==> config.mk <==
export PLATFORM = sky130hd
export DESIGN_NAME = fetch_stage
export DESIGN_NICKNAME = d
export VERILOG_FILES = /design/src/rtl/cpu_pkg.sv /design/src/rtl/fetch_stage.sv
export SDC_FILE = /design/constraint.sdc
export NUM_CORES = 1
export LEC_CHECK = 0
export BUFFER_PORTS_ARGS = -buffer_cell sky130_fd_sc_hd__buf_2
export CAP_MARGIN = 20
export CELL_PAD_IN_SITES_DETAIL_PLACEMENT = 0
export CELL_PAD_IN_SITES_GLOBAL_PLACEMENT = 1
export CORE_MARGIN = 5
export CORE_UTILIZATION = 39
export DETAILED_ROUTE_END_ITERATION = 12
export PLACE_DENSITY_LB_ADDON = 0.1
export SLEW_MARGIN = 0
export SYNTH_ARGS = -nofsm -noshare
export SYNTH_HDL_FRONTEND = slang
export SYNTH_SLANG_ARGS = --single-unit
==> constraint.sdc <==
create_clock -name clk -period 5.7 [get_ports clk]
set_input_delay 0.285 -clock clk [delete_from_list [all_inputs] [get_ports clk]]
set_output_delay 0.285 -clock clk [all_outputs]
set_load 0.05 [all_outputs]
==> src/rtl/cpu_pkg.sv <==
// Shared CPU definitions: datapath widths and the fetch sequencer state encoding.
package cpu_pkg;

   localparam int unsigned ADDR_WIDTH        = 32;
   localparam int unsigned INSTRUCTION_WIDTH = 32;
   localparam int unsigned INSTR_BYTES       = 4;

   typedef enum logic [1:0] {
      ISSUE = 2'd0,
      WAIT  = 2'd1,
      FAULT = 2'd2
   } fetch_state_t;

endpackage

==> src/rtl/fetch_stage.sv <==
// First pipeline stage: owns the PC, issues one instruction-memory read at a
// time and presents the fetched word to decode through a one-entry register.
module fetch_stage
   import cpu_pkg::*;
#(
   parameter logic [ADDR_WIDTH-1:0] RESET_VECTOR = 32'h0000_0000
) (
   input  logic                         clk,
   input  logic                         rst,
   input  logic                         next_stall,
   output logic                         done_next,
   input  logic                         redirect,
   input  logic [ADDR_WIDTH-1:0]        redirect_target,
   output logic                         imem_req_valid,
   output logic [ADDR_WIDTH-1:0]        imem_req_addr,
   input  logic                         imem_req_ready,
   input  logic                         imem_resp_valid,
   input  logic [INSTRUCTION_WIDTH-1:0] imem_resp_data,
   output logic [ADDR_WIDTH-1:0]        program_count_out,
   output logic                         program_count_valid_out,
   output logic [INSTRUCTION_WIDTH-1:0] instruction_data_out,
   output logic                         instruction_data_valid_out
);

   fetch_state_t                 state_q, state_d;
   logic [ADDR_WIDTH-1:0]        pc_q, pc_d;
   logic [ADDR_WIDTH-1:0]        req_pc_q, req_pc_d;
   logic                         drop_pending_q, drop_pending_d;
   logic                         done_q, done_d;
   logic [ADDR_WIDTH-1:0]        out_pc_q, out_pc_d;
   logic                         out_pc_valid_q, out_pc_valid_d;
   logic [INSTRUCTION_WIDTH-1:0] out_instr_q, out_instr_d;
   logic                         out_instr_valid_q, out_instr_valid_d;

   logic transfer_next;
   logic slot_free;
   logic misaligned;
   logic req_valid;
   logic req_accept;

   // Handshake qualifiers: the slot may be refilled when empty or draining this cycle.
   always_comb begin
      transfer_next = done_q && !next_stall;
      slot_free     = !done_q || transfer_next;
      misaligned    = (pc_q[1:0] != 2'b00);
      req_valid     = (state_q == ISSUE) && !misaligned && slot_free && !redirect;
      req_accept    = req_valid && imem_req_ready;
   end

   // Next-state logic for the sequencer, PC and output register; redirect overrides all.
   always_comb begin
      state_d           = state_q;
      pc_d              = pc_q;
      req_pc_d          = req_pc_q;
      drop_pending_d    = drop_pending_q;
      done_d            = done_q && !transfer_next;
      out_pc_d          = out_pc_q;
      out_pc_valid_d    = out_pc_valid_q;
      out_instr_d       = out_instr_q;
      out_instr_valid_d = out_instr_valid_q;

      case (state_q)
         ISSUE: begin
            if (misaligned && slot_free) begin
               out_pc_d          = pc_q;
               out_pc_valid_d    = 1'b1;
               out_instr_valid_d = 1'b0;
               done_d            = 1'b1;
               state_d           = FAULT;
            end else if (req_accept) begin
               req_pc_d = pc_q;
               pc_d     = pc_q + ADDR_WIDTH'(INSTR_BYTES);
               state_d  = WAIT;
            end
         end
         WAIT: begin
            if (imem_resp_valid) begin
               if (drop_pending_q) begin
                  drop_pending_d = 1'b0;
               end else begin
                  out_pc_d          = req_pc_q;
                  out_pc_valid_d    = 1'b1;
                  out_instr_d       = imem_resp_data;
                  out_instr_valid_d = 1'b1;
                  done_d            = 1'b1;
               end
               state_d = ISSUE;
            end
         end
         FAULT: begin
            state_d = FAULT;
         end
         default: begin
            state_d = ISSUE;
         end
      endcase

      // No request can be accepted in a redirect cycle, so the only live request is
      // one still waiting in WAIT; a response landing this same cycle retires it.
      if (redirect) begin
         pc_d              = redirect_target;
         done_d            = 1'b0;
         out_pc_valid_d    = 1'b0;
         out_instr_valid_d = 1'b0;
         if ((state_q == WAIT) && !imem_resp_valid) begin
            drop_pending_d = 1'b1;
            state_d        = WAIT;
         end else begin
            drop_pending_d = 1'b0;
            state_d        = ISSUE;
         end
      end
   end

   // State and output registers with synchronous active-high reset.
   always_ff @(posedge clk) begin
      if (rst) begin
         state_q           <= ISSUE;
         pc_q              <= RESET_VECTOR;
         req_pc_q          <= '0;
         drop_pending_q    <= 1'b0;
         done_q            <= 1'b0;
         out_pc_q          <= '0;
         out_pc_valid_q    <= 1'b0;
         out_instr_q       <= '0;
         out_instr_valid_q <= 1'b0;
      end else begin
         state_q           <= state_d;
         pc_q              <= pc_d;
         req_pc_q          <= req_pc_d;
         drop_pending_q    <= drop_pending_d;
         done_q            <= done_d;
         out_pc_q          <= out_pc_d;
         out_pc_valid_q    <= out_pc_valid_d;
         out_instr_q       <= out_instr_d;
         out_instr_valid_q <= out_instr_valid_d;
      end
   end

   assign imem_req_valid             = req_valid;
   assign imem_req_addr              = pc_q;
   assign done_next                  = done_q;
   assign program_count_out          = out_pc_q;
   assign program_count_valid_out    = out_pc_valid_q;
   assign instruction_data_out       = out_instr_q;
   assign instruction_data_valid_out = out_instr_valid_q;

endmodule

==> metrics <==
clock network fraction of design power 0.443; Slew Viols, Final 0; sequential element share of the synthesized area 0.480; area leader, netlist dfxtp_1; final worst slack 2.93 ns; Switching Share 0.290; Critical Path RT a little under 6 ns; Clock Sinks roughly 130; Hold Path Class primary input to flip-flop; P_sw approximately 0.76 mW; post-synth top area share 0.480; Die Y around 130 microns; # port buffers between 150 and 200; number of synthesized flops with an enable pin 0; CP max stage delay between 0.8 and 0.9 ns; area delta synth->final 27.7%; worst r2r src imem_req_addr[0]; total power draw between 2 and 3 mW; crit path from imem_req_addr[0]; LEAKAGE a little under 3 nW; syn avg cell area approximately 8 sq um; crit-path cells or4b_4 > nor2_4 > nor2_1 > o31ai_1 > a21oi_1; number of CTS-inserted buffers 17; setup total negative slack 0 ns; synth unique cells 51; # IOs 170; largest net degree at the start of global routing slightly above 80; Yosys reg bits ~130; Avg WL per Cell around 16 microns; Peak VDD IR between 0.15 and 0.2 mV; first-pass GRT wire length 26.3 mm; critical path's slowest cell nor2_4; Final nets just over 900; WP depth 5; part of the power in combinational logic 0.158; area of the die between 15000 and 20000 sq um; GRT Util Overall 0.199; Clock transition at path regs ~0.060 ns; Least-Margin Pin Slew ~1.1 ns; Setup CP Type flip-flop to flip-flop; ys flop type dfxtp_1; delay-heaviest family, CP simple AND/OR/NAND/NOR gates; period utilisation layout 0.485; Iter 0 DRT Violations around 350; post-DP HPWL around 11 mm; Final Skew about 0.012 ns; ranking of synthesized cells by area dfxtp_1 (48%), nand2_1 (14%), a21oi_1 (7.2%); CTS tree built; crit path launch type flip-flop; synth cell count leaders nand2_1 (210), dfxtp_1 (134), a21oi_1 (81); Fmax achieved ~360 MHz; worst path arrival time just over 3 ns; drc violations 0; final WL 16.7 mm; status finished clean; synthesized area about 5600 sq um; ys async rst share 0; hold path depth 3; RSZ-0062 raised after global routing no; GP Congestion 0.847; Post-CTS Hold Buffers 0; vias in the first global route 5200; clock latency on the worst-skew pair between 0.4 and 0.5 ns; buffer depth of the longest clock path 2; clock root buffer clkbuf_16; Via Count about 5500; H-tree levels 4; # Post-CTS Setup Buffers 0; Mapped Nets ~780; worst-path fanout max 46; core footprint about 14000 sq um; Rows 43; Internal Power 1.85 mW; Final ANT Viol Nets 0; top-count cell post-synth nand2_1; initial antenna violation count 2; Final Hold Viols 0; Resized Gates After CTS 0; GRT overflow 0; Die Wd roughly 130 microns; Post-Place Worst Slack approximately 2.6 ns; Worst Hold Launch imem_resp_data[10]; Yosys Warn Count 0; Starting Density 0.400; Vias/cell roughly 5.2; final core occ 0.511; Reg2Reg Setup Slack 2.93 ns; WP buf/inv 0; R2R cell count 5; 1st-pass router iterations 5; hold slack final between 0.09 and 0.1 ns; layout cells sized above 1 0.254; Worst slew margin 0.267; power per cell area approximately 370 nW/um^2; Gate Count Post-Synth between 700 and 800; maxcap violations 0; minimum clock period between 2 and 3 ns; Setup crit end kind flip-flop; Setup-failing EPs final 0; part of the power in registers 0.399
## registers in the layout (all words and copies together), names as in the netlist
register,cells
program_count_valid_out,1
program_count_out,32
instruction_data_valid_out,1
drop_pending_q,1
state_q,2
done_next,1
instruction_data_out,32
imem_req_addr,32
req_pc_q,32
## through the flow
step	instances	area (sq um)
3_5_place_dp	1013	6510
6_report	1046	7140
3_3_place_gp	1012	6500
4_1_cts	1045	7140
2_1_floorplan	713	5590
5_1_grt	1045	7140
## routing by layer
layer / vias up / wire length [microns] / track usage
li1: 2732 / - / -
met2: 191 / 7410 / 0.301
met5: - / 16 / 0
met3: 20 / 1470 / 0.0770
met4: 2 / 260 / 0.0703
met1: 2527 / 7540 / 0.259
## power groups by stage
stage          combinational (mW)  clock (mW)  sequential, mW
2_1_floorplan               0.151           0            1.21
3_3_place_gp                0.413           0            1.06
3_5_place_dp                0.417           0            1.06
4_1_cts                     0.418        1.18            1.04
5_1_grt                     0.449        1.22            1.05
6_report                    0.413        1.15            1.04
## final cells by class
type                            instances  area, sq um
Multi-Input combinational cell        515         2670
Antenna cell                            1         2.50
Sequential cell                       134         2680
Timing Repair Buffer                  176          908
Inverter                                8         30.0
Fill cell                            1407         6850
Tap cell                              180          225
Clock buffer                           24          512
Clock inverter                          8          118
## layout by cell type, fill, tap and decap left out, drive strengths merged, types with 11 or more instances in the layout
cell / Yosys / routed
nand2: 210 / 210
buf: 12 / 176
dfxtp: 134 / 134
a21oi: 81 / 81
nor2: 62 / 62
a311oi: 29 / 29
clkbuf: 44 / 24
nand3: 15 / 15
nand4: 14 / 14
a31oi: 11 / 11
a211oi: 11 / 11
## worst register-to-register path, delay by kind of cell, from the launching register on
family	cells	cell delay (ns)
AOI/OAI and AO/OA	2	0.42
DFF	1	0.34
and+or+nand+nor	3	1.84
## cell families after synthesis
logic type	Yosys count	share of synthesized area
adders and majority gates	1	0.00224
AOI/OAI and AO/OA	155	0.174
xor gates and xnor gates	13	0.0204
DFF	134	0.480
buffers and inverters	64	0.0477
muxes	4	0.00761
and+or+nand+nor	342	0.268
## worst paths after layout
| check | endpoint |
|---|---|
| max reg2reg | imem_req_addr[18] |
| max | imem_req_addr[18] |
| min | instruction_data_out[10] |
| min reg2reg | instruction_data_out[23] |
(Power assumes the default switching activity.)
